**config.mk**
```make
export PLATFORM = sky130hd
export DESIGN_NAME = fetch_unit
export DESIGN_NICKNAME = d
export VERILOG_FILES = /design/src/rtl/fetch_unit.sv
export SDC_FILE = /design/constraint.sdc
export NUM_CORES = 1
export LEC_CHECK = 0
export CORE_MARGIN = 4
export CORE_UTILIZATION = 45
export DETAILED_ROUTE_END_ITERATION = 7
export GPL_TIMING_DRIVEN = 0
export PLACE_DENSITY = 0.84
export SLEW_MARGIN = 15
export SYNTH_ARGS = -nofsm -noshare
export SYNTH_HDL_FRONTEND = slang
export SYNTH_SLANG_ARGS = --single-unit
```
**constraint.sdc**
```tcl
create_clock -name clk -period 1.9 [get_ports clk]
set_input_delay 0.19 -clock clk [delete_from_list [all_inputs] [get_ports clk]]
set_output_delay 0.19 -clock clk [all_outputs]
set_load 0.01 [all_outputs]
```
**src/rtl/fetch_unit.sv**
```systemverilog
// fetch_unit: PC register + IF/ID stage, one outstanding imem request, states REQ/HOLD/DROP.
// 1 cycle imem_valid->IF/ID; a stalled response parks in HOLD; FETCH_PERF_EN adds stall/redirect counters.
module fetch_unit #(
  parameter logic [31:0] RESET_PC = 32'h0000_0000
) (
  input  logic        clk,
  input  logic        rst,
  input  logic        PCWrite,
  input  logic        IF_IDWrite,
  input  logic        branch_taken,
  input  logic [31:0] branch_target,
  input  logic        imem_valid,
  input  logic [31:0] imem_rdata,
  output logic        imem_req,
  output logic [31:0] imem_addr,
  output logic [31:0] IF_ID_pc,
  output logic [31:0] IF_ID_instr,
  output logic        IF_ID_valid
`ifdef FETCH_PERF_EN
  ,
  output logic [31:0] stall_cnt,
  output logic [31:0] redirect_cnt
`endif
);

  typedef enum logic [1:0] {S_REQ, S_HOLD, S_DROP} state_t;

  state_t      state_q, state_d;
  logic [31:0] pc_q, pc_d;
  logic [31:0] addr_q, addr_d;
  logic        req_q, req_d;
  logic [31:0] buf_q, buf_d;
  logic [31:0] ifid_pc_q, ifid_pc_d;
  logic [31:0] ifid_instr_q, ifid_instr_d;
  logic        ifid_valid_q, ifid_valid_d;
  logic        stall;

  assign stall = !PCWrite || !IF_IDWrite;

  always_comb begin
    state_d      = state_q;
    pc_d         = pc_q;
    buf_d        = buf_q;
    ifid_pc_d    = ifid_pc_q;
    ifid_instr_d = ifid_instr_q;
    ifid_valid_d = ifid_valid_q;
    if (branch_taken) begin
      pc_d         = branch_target;
      ifid_valid_d = 1'b0;
      buf_d        = 32'h0;
      case (state_q)
        S_REQ:   state_d = imem_valid ? S_REQ : S_DROP;
        S_HOLD:  state_d = S_REQ;
        default: state_d = S_DROP;
      endcase
    end else begin
      case (state_q)
        S_REQ: begin
          if (imem_valid) begin
            if (stall) begin
              buf_d   = imem_rdata;
              state_d = S_HOLD;
            end else begin
              ifid_pc_d    = pc_q;
              ifid_instr_d = imem_rdata;
              ifid_valid_d = 1'b1;
              pc_d         = pc_q + 32'd4;
            end
          end else if (!stall) begin
            ifid_valid_d = 1'b0;
          end
        end
        S_HOLD: begin
          if (!stall) begin
            ifid_pc_d    = pc_q;
            ifid_instr_d = buf_q;
            ifid_valid_d = 1'b1;
            pc_d         = pc_q + 32'd4;
            state_d      = S_REQ;
          end
        end
        S_DROP: begin
          if (imem_valid) state_d = S_REQ;
        end
        default: state_d = S_REQ;
      endcase
    end
    // DROP keeps presenting the stale address until its response drains.
    addr_d = (state_d == S_DROP) ? addr_q : pc_d;
    req_d  = (state_d != S_HOLD);
  end

  always_ff @(posedge clk) begin
    if (rst) begin
      state_q      <= S_REQ;
      pc_q         <= RESET_PC;
      addr_q       <= RESET_PC;
      req_q        <= 1'b1;
      buf_q        <= 32'h0;
      ifid_pc_q    <= 32'h0;
      ifid_instr_q <= 32'h0;
      ifid_valid_q <= 1'b0;
    end else begin
      state_q      <= state_d;
      pc_q         <= pc_d;
      addr_q       <= addr_d;
      req_q        <= req_d;
      buf_q        <= buf_d;
      ifid_pc_q    <= ifid_pc_d;
      ifid_instr_q <= ifid_instr_d;
      ifid_valid_q <= ifid_valid_d;
    end
  end

  assign imem_req    = req_q;
  assign imem_addr   = addr_q;
  assign IF_ID_pc    = ifid_pc_q;
  assign IF_ID_instr = ifid_instr_q;
  assign IF_ID_valid = ifid_valid_q;

`ifdef FETCH_PERF_EN
  logic [31:0] stall_cnt_q, stall_cnt_d;
  logic [31:0] redirect_cnt_q, redirect_cnt_d;

  always_comb begin
    stall_cnt_d    = stall_cnt_q;
    redirect_cnt_d = redirect_cnt_q;
    if (stall && stall_cnt_q != 32'hFFFF_FFFF) stall_cnt_d = stall_cnt_q + 32'd1;
    if (branch_taken && redirect_cnt_q != 32'hFFFF_FFFF) redirect_cnt_d = redirect_cnt_q + 32'd1;
  end

  always_ff @(posedge clk) begin
    if (rst) begin
      stall_cnt_q    <= 32'h0;
      redirect_cnt_q <= 32'h0;
    end else begin
      stall_cnt_q    <= stall_cnt_d;
      redirect_cnt_q <= redirect_cnt_d;
    end
  end

  assign stall_cnt    = stall_cnt_q;
  assign redirect_cnt = redirect_cnt_q;
`endif

endmodule

```
Word level (Yosys, flattened, before mapping) --
Cells that the tools add are included. Widths: inputs -> output; s select.
Cells by class: $add $sub $neg 1, eq/ne operators 8, multiplexer cells 23, bitwise operators 1, reductions and logical operators 10
Operators by type and width (count):
- $mux 32 | 8
- $pmux 32 s2 | 3
- $add 32x3->32 const B | 1
- $mux 2 | 6
- $ne 2x2->1 const B | 3
- $pmux 2 s3 | 1
- $reduce_and 3->1 | 2
- $reduce_and 5->1 | 1
- $eq 2x2->1 const B | 2
- $pmux 2 s2 | 1
- $mux 1 | 3
- $ne 3x3->1 const B | 1
- $eq 2x1->1 const B | 1
- $logic_not 1->1 | 2
- $logic_not 2->1 | 1
- $ne 2x1->1 const B | 1
- $pmux 1 s2 | 1
- $reduce_and 2->1 | 1
- $reduce_bool 2->1 | 1
- $reduce_or 2->1 | 1
- $logic_or 1x1->1 | 1
- $not 1->1 | 1
Storage, ports and cells: register bits after elaboration 164, bits of input ports 70, output and inout port bits 98, logic and storage cells 51

Logic depth before layout (Yosys ltp) --
Gate-level depths: netlist of run 1.
depth after elaboration 7, gate-level depth with buffers 8, mapped depth without buffers 6

Least setup slack after synthesis of run 1 --
No wires, ideal clock.
kind register -> register, from reg pc_q[2], to reg addr_q[28], in the netlist imem_addr[28], library setup time 0.131 ns, data arrival time 1.843 ns, data required time 1.769 ns, setup slack -0.074 ns, cell stages (with the launch flop) 8, buffers on the path 1, period minus slack after synthesis 1.974 ns, path through dfxtp_1 > ha_1 > nand4b_4 > or4_1 > buf_2 > o31a_1 > nor3_2 > o31ai_1
On the way: longest elaborated chain between the ends 5
Ends and longest elaborated chain:
- start: declaration | line 29 | logic [31:0] pc_q, pc_d;
- start signal: assignment | line 105 | pc_q <= pc_d;
- $add 32x3->32 * | line 67, 78
- $mux 32 * | line 60, 74
- $mux 32 | line 59 | if (imem_valid) begin
- $pmux 32 s2 * | line 57 | case (state_q)
- $mux 32 * | line 47 | if (branch_taken) begin
- end signal: assignment | line 106 | addr_q <= addr_d;
- end: declaration | line 30 | logic [31:0] addr_q, addr_d;
Mark *: on every way between the ends. The rest lies on a longest branch, timed or not. A chain may end at the register's enable or synchronous reset.

Worst setup path in the final report of run 1 --
from reg pc_q[13], to reg addr_q[30], in the netlist imem_addr[30]
The elaborated chain is that of the path after synthesis.

==> impl_metrics.toml, run 1 <==
[grt]
track_usage_pct = 24.9
grt_max_degree = 17
overflow = 0
grt_pass1_vias = 6786
grt_pass1_wl_um = 34900
antenna_found_initial = 1

[setup_path]
cp-start-kind = "flop"
critPathMaxFanout = 5
endpoint_kind = "flop"
criticalPathCategory = "reg -> reg"
cp_data_arrival_time_ps = 2280
required_ps = 2200

[sta]
hold_viol_final = 0
rsz0062_at_grt = "true"
fin_crit_sh_pct = 104
min_period_ps = 1980
fmaxAchievable_mhz = 505
relSlewSlack_pct = 52.4
setup_ws_ps = -79.9
tightest_slew_ps = 713
setup-violations-final = 19
skew_ps = 10.3
slew_violations = 0
setup_tns_ps = -686

[placement]
placed_area_mm2 = 0.00878
place_congestion = 0.939
dp_cells = 1154
post-dp-hpwl_um = 15400
portBuffers = 166

[logic_synthesis]
ys_seq_area_share_pct = 47.8
ys_dominant_reg_cell = "dfxtp_1"
synth_edf_count = 0
synth_cell_types = 59
yosys_register_bits = 164
async_reset_ff_share_pct = 0
syn_inst = 804
syn_area_mm2 = 0.00687
mappedNetlistNets = 875
avgSynthCellArea_um2 = 8.55
yosys_warnings = 0

[clock_tree]
worstSkewPairLatency_ps = 430
cts_max_path_buffers = 2
ctsHtreeMaxLevel = 4
cts_root_buffer = "clkbuf_16"
cts_made_buffers = 17
path_clk_slew_ps = 60
cts_tree = "done"
cts_sinks = 164

[die]
dieHeight_um = 132
io_pins = 168
num_rows = 44
dieArea_mm2 = 0.0173
core_mm2 = 0.0148
die_w_um = 132
initial_utilization_pct = 46.6

[routing]
num_vias = 7141
ant_nets = 0
drt-pass1-iter-count = 6
vias_per_cell = 5.85
finalWirelength_um = 23900
wl_per_cell_um = 19.6
drc = 0
drt_iter0_drc = 829

[layout]
fin_area_mm2 = 0.00991
fin_nets = 1094
instances_no_fill = 1221
register_area_mm2 = 0.00333
drive_gt1_share_pct = 14.7
syn_to_final_growth_pct = 44.2
multi_input_area_mm2 = 0.00352
fillers = 1124

[run_status]
outcome = "complete, but fails checks"
violations = "negative setup slack"

[power]
power_mw = 8.31
power.density_mw_per_mm2 = 839
peakVddDrop_mv = 0.779
power.leakage_nw = 3.84

[min_path]
min_path_type = "in -> reg"

[flow_run]
maxCapViolCount = 0
[registers in the layout (all words and copies together) (netlist names)]
name and flops:
IF_ID_instr 32, IF_ID_pc 32, IF_ID_valid 1, buf_q 32, imem_addr 32, imem_req 1, pc_q 32, state_q 2
[timing repair]
item                       in CTS  in global routing
gates resized for setup        54                 49
setup endpoints to repair     124                 98
buffers inserted               19                 18
pin swaps                      10                 10
hold buffers                    0                  0
[report_power, final]
part / switching [mW] / total, mW / internal, mW
Clock: 1.39 / 3.42 / 2.02
Combinational: 0.605 / 1.14 / 0.538
Sequential: 0.148 / 3.75 / 3.60
Total: 2.15 / 8.31 / 6.16
[area by class of cell]
type,count,share of cell area (%)
Multi-Input combinational cell,572,35.5
Sequential cell,164,33.6
Timing Repair Buffer,203,19.6
Clock buffer,22,4.78
Buffer,58,2.79
Tap cell,184,2.32
Clock inverter,9,1.05
Inverter,7,0.265
Antenna cell,2,0.0505
[worst max-delay path: stages (launching register included)]
cell	delay [ps]
dfxtp_1	320
buf_6	110
nand4_1	200
or4_4	580
buf_6	160
o31a_1	250
nor3_2	160
o31ai_1	80
[Yosys cell counts (all sizes together) (5+ instances only)]
master,n,area share [%]
o41ai,9,1.4
nand3,32,2.5
clkbuf,44,2.4
mux2i,39,5.7
xor2,10,1.3
o31ai,6,0.66
dfxtp,164,48
o21a,6,0.66
nor3,18,1.5
and3,6,0.55
inv,7,0.38
buf,17,1.1
o21ai,18,1.3
nor4,13,2.0
o211ai,6,0.73
a21oi,73,5.3
nor2,72,3.9
a211oi,32,3.5
nand2,155,8.5
o31a,5,0.66
nand4,18,1.8
[per-layer routing]
metal	wire length, um	up-vias	GRT usage [%]	part of all wire (%)
met5	0	-	0	0
met4	1060	0	10.1	4.4
li1	-	3273	-	-
met1	8970	3250	29.6	37
met3	2920	115	8.72	12
met2	11000	503	41.3	46
[path summary, 6_finish.rpt]
check	start	cells after the start	to	slack [ps]
worst max-delay path	pc_q[13]$_SDFF_PP0_	7	imem_addr[30]$_SDFFE_PP0P_	-80
worst min-delay path	imem_rdata[14]	3	buf_q[14]$_SDFFE_PP0P_	330
worst max register to register	pc_q[13]$_SDFF_PP0_	7	imem_addr[30]$_SDFFE_PP0P_	-80
worst min register to register	pc_q[1]$_SDFF_PP0_	2	IF_ID_pc[1]$_SDFFE_PP0P_	450
[placed cells by master, fill, tap and decap left out, drive strengths merged, types with 5 or more instances in the layout]
cell,Yosys,routed
clkdlybuf4s50,0,165
dfxtp,164,164
nand2,155,155
a21oi,73,73
nor2,72,72
clkbuf,44,67
buf,17,50
mux2i,39,39
a211oi,32,32
nand3,32,32
o21ai,18,18
nand4,18,18
nor3,18,18
nor4,13,13
xor2,10,10
o41ai,9,9
inv,7,7
o21a,6,6
and3,6,6
o211ai,6,6
o31ai,6,6
o31a,5,5
clkinv,0,5
[kinds of logic (layout without fill, tap and decap cells)]
family                   Yosys count  after routing  share of synthesized area [%]
AO/OA/AOI/OAI                    181            181                           17.3
buffers and inverters             68            299                           3.84
multiplexers                      40             40                           5.90
flip-flops                       164            164                           47.8
XOR/XNOR                          14             14                           1.78
other                              0              2                              0
adder cells (fa/ha/maj)            1              1                          0.182
AND/OR/NAND/NOR                  336            336                           23.2
[through the flow]
stage | worst slack [ps] | hold slack, ps | util, %
2_1_floorplan | 26.3 | 326 | -
5_1_grt | -198 | 341 | 67.2
4_1_cts | -0.713 | 327 | 65.3
6_report | -79.9 | 334 | 67.2
3_5_place_dp | -844 | 445 | 59.5
3_3_place_gp | -817 | 439 | 59.5
Note: power is estimated with default switching activity, not from simulation.
==> run 2, diff against run 1 <==
--- a/config.mk
+++ b/config.mk
@@ -5,7 +5,6 @@
 export SDC_FILE = /design/constraint.sdc
 export NUM_CORES = 1
 export LEC_CHECK = 0
-export CORE_MARGIN = 4
 export CORE_UTILIZATION = 45
 export DETAILED_ROUTE_END_ITERATION = 7
 export GPL_TIMING_DRIVEN = 0
==> impl_metrics.toml, run 2 (synthesis results as in run 1) <==
[routing]
wl_per_cell_um = 18.6
drc = 12
num_vias = 6966
finalWirelength_um = 22500
vias_per_cell = 5.75
ant_nets = 0
drt-pass1-iter-count = 8
drt_iter0_drc = 603

[sta]
slew_violations = 0
setup_ws_ps = -36.9
rsz0062_at_grt = "true"
min_period_ps = 1940
tightest_slew_ps = 738
fmaxAchievable_mhz = 516
fin_crit_sh_pct = 102
relSlewSlack_pct = 50.8
setup_tns_ps = -94.4
hold_viol_final = 0
skew_ps = 13.0
setup-violations-final = 5

[power]
power_mw = 8.24
power.leakage_nw = 3.78
power.density_mw_per_mm2 = 837
peakVddDrop_mv = 0.634

[die]
initial_utilization_pct = 46.7
dieArea_mm2 = 0.0158
die_w_um = 126
num_rows = 44
io_pins = 168
dieHeight_um = 126
core_mm2 = 0.0147

[layout]
fin_area_mm2 = 0.00985
diodes = 0
final_common_cell = "clkdlybuf4s50_1"
final_cell_mix = "clkdlybuf4s50_1, nand2_1, dfxtp_1"
drive_gt1_share_pct = 14.5
fin_nets = 1085
fin_util_pct = 67.0
syn_to_final_growth_pct = 43.3

[grt]
track_usage_pct = 28.1
grt_pass1_wl_um = 34400
grt_pass1_vias = 6475
grt_max_degree = 17
antenna_found_initial = 2
overflow = 0

[placement]
placed_area_mm2 = 0.00878
place_congestion = 0.915
post-dp-hpwl_um = 15100
pre_cts_ws_ps = -915
portBuffers = 166

[setup_path]
required_ps = 2230
endpoint_kind = "flop"
cp_slowest_cell = "or4_4"
criticalPathCategory = "reg -> reg"
cp_cell_sequence = "ha_4 -> nand4b_4 -> or4_4 -> buf_6 -> nor4_4 -> xnor2_1 -> a31o_1"
slowest_delay_ps = 540
cp_data_arrival_time_ps = 2270
cp-start-kind = "flop"
critPathMaxFanout = 4

[clock_tree]
cts_max_path_buffers = 2
ctsHoldBuffers = 0
cts_made_buffers = 17
path_clk_slew_ps = 60
cts_root_buffer = "clkbuf_16"
cts_tree = "done"
cts_sinks = 164
ctsHtreeMaxLevel = 4
worstSkewPairLatency_ps = 440

[run_status]
violations = "design-rule violations, negative setup slack"
outcome = "complete, but fails checks"

[min_path]
min_path_type = "in -> reg"

[flow_run]
maxCapViolCount = 0
run 2: cell count changes in the layout (fill, tap and decap cells not counted), sizes merged:
cell | before | now
buf | 50 | 42
diode | 2 | 0
run 2: cell type report:
type                    instances  area (um^2)
clock buffers                  23          468
flip-flops and latches        164         3330
multi-input cells             572         3520
well taps                     184          230
fillers                      1115         4850
clock inverters                 9          104
inverters                       7         26.3
plain buffers                  58          282
repair buffers                194         1890
run 2: power breakdown:
part           internal, mW  total (mW)  switching [mW]
combinational         0.524        1.11           0.587
sequential             3.61        3.75           0.150
clock                  2.00        3.38            1.38
total                  6.13        8.24            2.12
run 2: path summary, 6_finish.rpt:
kind | from | endpoint | slack, ps | cells after the start
hold / removal | rst | pc_q[31]$_SDFF_PP0_ | 300 | 3
setup reg to reg | pc_q[2]$_SDFF_PP0_ | imem_addr[26]$_SDFFE_PP0P_ | -40 | 7
setup / recovery | pc_q[2]$_SDFF_PP0_ | imem_addr[26]$_SDFFE_PP0P_ | -40 | 7
hold reg to reg | pc_q[0]$_SDFF_PP0_ | IF_ID_pc[0]$_SDFFE_PP0P_ | 450 | 2
run 2: routing by layer:
| layer | GRT usage (%) | up-vias | wire [um] |
|---|---|---|---|
| met2 | 46.0 | 385 | 10700 |
| met3 | 9.97 | 54 | 2500 |
| met4 | 11.6 | 4 | 591 |
| met1 | 33.4 | 3257 | 8710 |
| met5 | 0 | - | 25 |
| li1 | - | 3266 | - |
run 2: through the flow:
stage	cells	hold slack (ps)
2_1_floorplan	804	326
3_3_place_gp	1154	440
3_5_place_dp	1154	443
4_1_cts	1202	305
5_1_grt	1211	342
6_report	1211	295
run 2: worst max-delay path, delay by kind of cell (launching register included):
family,cells,cell delay [ps]
adder cells (fa/ha/maj),1,150
flip-flops,1,370
AO/OA/AOI/OAI,1,220
buffers and inverters,1,150
XOR/XNOR,1,160
AND/OR/NAND/NOR,3,780
run 2: what timing repair did:
action,4_1_cts,5_1_grt
cloned,0,0
pin swaps,13,13
buffers inserted,18,10
gates resized for setup,61,48
setup endpoints to repair,117,91
==> run 3, diff against run 2 <==
--- a/config.mk
+++ b/config.mk
@@ -6,9 +6,11 @@
 export NUM_CORES = 1
 export LEC_CHECK = 0
 export CORE_UTILIZATION = 45
+export CTS_CLUSTER_SIZE = 28
 export DETAILED_ROUTE_END_ITERATION = 7
 export GPL_TIMING_DRIVEN = 0
 export PLACE_DENSITY = 0.84
+export REMOVE_ABC_BUFFERS = 1
 export SLEW_MARGIN = 15
 export SYNTH_ARGS = -nofsm -noshare
 export SYNTH_HDL_FRONTEND = slang
==> impl_metrics.toml, run 3 (synthesis results as in run 1) <==
[grt]
antenna_found_initial = 1
grt_pass1_vias = 6227
overflow = 0
track_usage_pct = 25.4
grt_max_degree = 78
grt_pass1_wl_um = 31500

[setup_path]
critPathMaxFanout = 6
cp_data_arrival_time_ps = 2260
cp_cell_sequence = "ha_4 -> nand4b_4 -> or4_4 -> o31a_1 -> nor3_2 -> o31ai_1"
cp-start-kind = "flop"
required_ps = 2210
slowest_delay_ps = 550
endpoint_kind = "flop"
cp_slowest_cell = "or4_4"
criticalPathCategory = "reg -> reg"

[power]
pwr-share-seq_pct = 43.3
peakVddDrop_mv = 0.664
internal_power_mw = 6.54
power.density_mw_per_mm2 = 874
p_sw_share_pct = 24.6
clockPowerShare_pct = 44.3
combPwrFrac_pct = 12.4
power.leakage_nw = 3.76
power.switching_mw = 2.14

[min_path]
min_path_type = "in -> reg"

[routing]
drc = 13
finalWirelength_um = 20500
ant_nets = 0
num_vias = 6577
drt-pass1-iter-count = 7
vias_per_cell = 5.66
drt_iter0_drc = 551
wl_per_cell_um = 17.7

[sta]
relSlewSlack_pct = 50.5
skew_ps = 10.3
tightest_slew_ps = 742
rsz0062_at_grt = "true"
setup-violations-final = 4
fmaxAchievable_mhz = 511
setup_ws_ps = -56.5
fin_crit_sh_pct = 103
hold_viol_final = 0
slew_violations = 0
min_period_ps = 1960

[layout]
fillers = 1121
drive_gt1_share_pct = 14.2
diodes = 0
fin_nets = 1035
final_cell_mix = "clkdlybuf4s50_1, nand2_1, dfxtp_1"
fin_util_pct = 67.5
final_common_cell = "clkdlybuf4s50_1"
fin_area_mm2 = 0.00992
syn_to_final_growth_pct = 44.4
instances_no_fill = 1161

[placement]
place_congestion = 0.800
dp_cells = 1101
placed_area_mm2 = 0.00873
pre_cts_ws_ps = -843
portBuffers = 167
post-dp-hpwl_um = 12300

[run_status]
outcome = "complete, but fails checks"
violations = "design-rule violations, negative setup slack"

[clock_tree]
cts_tree = "done"
cts_root_buffer = "clkbuf_16"
cts_made_buffers = 17
cts_max_path_buffers = 2
worstSkewPairLatency_ps = 440
path_clk_slew_ps = 70
ctsHtreeMaxLevel = 4
cts_sinks = 164

[die]
io_pins = 168
dieHeight_um = 126
die_w_um = 126
num_rows = 44
core_mm2 = 0.0147
initial_utilization_pct = 46.7
dieArea_mm2 = 0.0158

[flow_run]
maxCapViolCount = 0
[run 3: final timing paths]
path	slack [ps]	startpoint	cells past startpoint	endpoint
worst min-delay path	170	rst	2	IF_ID_pc[20]$_SDFFE_PP0P_
worst min register to register	450	IF_ID_pc[19]$_SDFFE_PP0P_	2	IF_ID_pc[19]$_SDFFE_PP0P_
worst max register to register	-60	pc_q[3]$_SDFF_PP0_	6	imem_addr[28]$_SDFFE_PP0P_
worst max-delay path	-60	pc_q[3]$_SDFF_PP0_	6	imem_addr[28]$_SDFFE_PP0P_
[run 3: cell type report]
class                      instances  area (um^2)  area share (%)
clock buffer                      21          460            4.64
clock inverter                    11          199            2.01
inverter                           7         30.0           0.303
multi-input combinational        572         3600            36.3
sequential                       164         3340            33.7
tap                              184          230            2.32
timing repair buffer             201         2050            20.7
timing repair inverter             1         5.00          0.0504
[run 3: worst max-delay path, delay by kind of cell (launching register included)]
| kind | cells | cell delay [ps] |
|---|---|---|
| compound gates | 2 | 420 |
| fa+ha+maj | 1 | 160 |
| flops | 1 | 390 |
| simple gates | 3 | 850 |
[run 3: repair_timing]
action	4_1_cts	5_1_grt
resized for setup	41	41
setup buffers	18	8
gates cloned	1	1
pin swaps	10	15
hold buffers	0	0
endpoints found under the setup margin	144	32
[run 3: layer usage]
metal | up-vias | share of wire [%] | track usage, %
met5 | - | 0 | 0
met4 | 0 | 2.5 | 10.5
met3 | 47 | 10 | 9.20
met2 | 292 | 46 | 40.7
met1 | 3063 | 41 | 30.9
li1 | 3175 | - | -
[run 3: through the flow]
step / hold slack, ps / TNS (ps) / total power [mW]
2_1_floorplan: 259 / -152300 / 4.23
3_3_place_gp: 440 / -755240 / 4.78
3_5_place_dp: 446 / -91150 / 4.82
4_1_cts: 161 / 0 / 8.66
5_1_grt: 193 / -874 / 8.96
6_report: 168 / -111 / 8.68
[run 3: power groups by stage]
stage                     clock (mW)  combinational, mW  sequential (mW)
final                           3.84               1.08             3.76
after global routing            4.03               1.16             3.77
after CTS                       3.88               1.04             3.74
after detailed placement           0               1.00             3.81
after global placement             0              0.968             3.81
after floorplan                    0              0.408             3.83
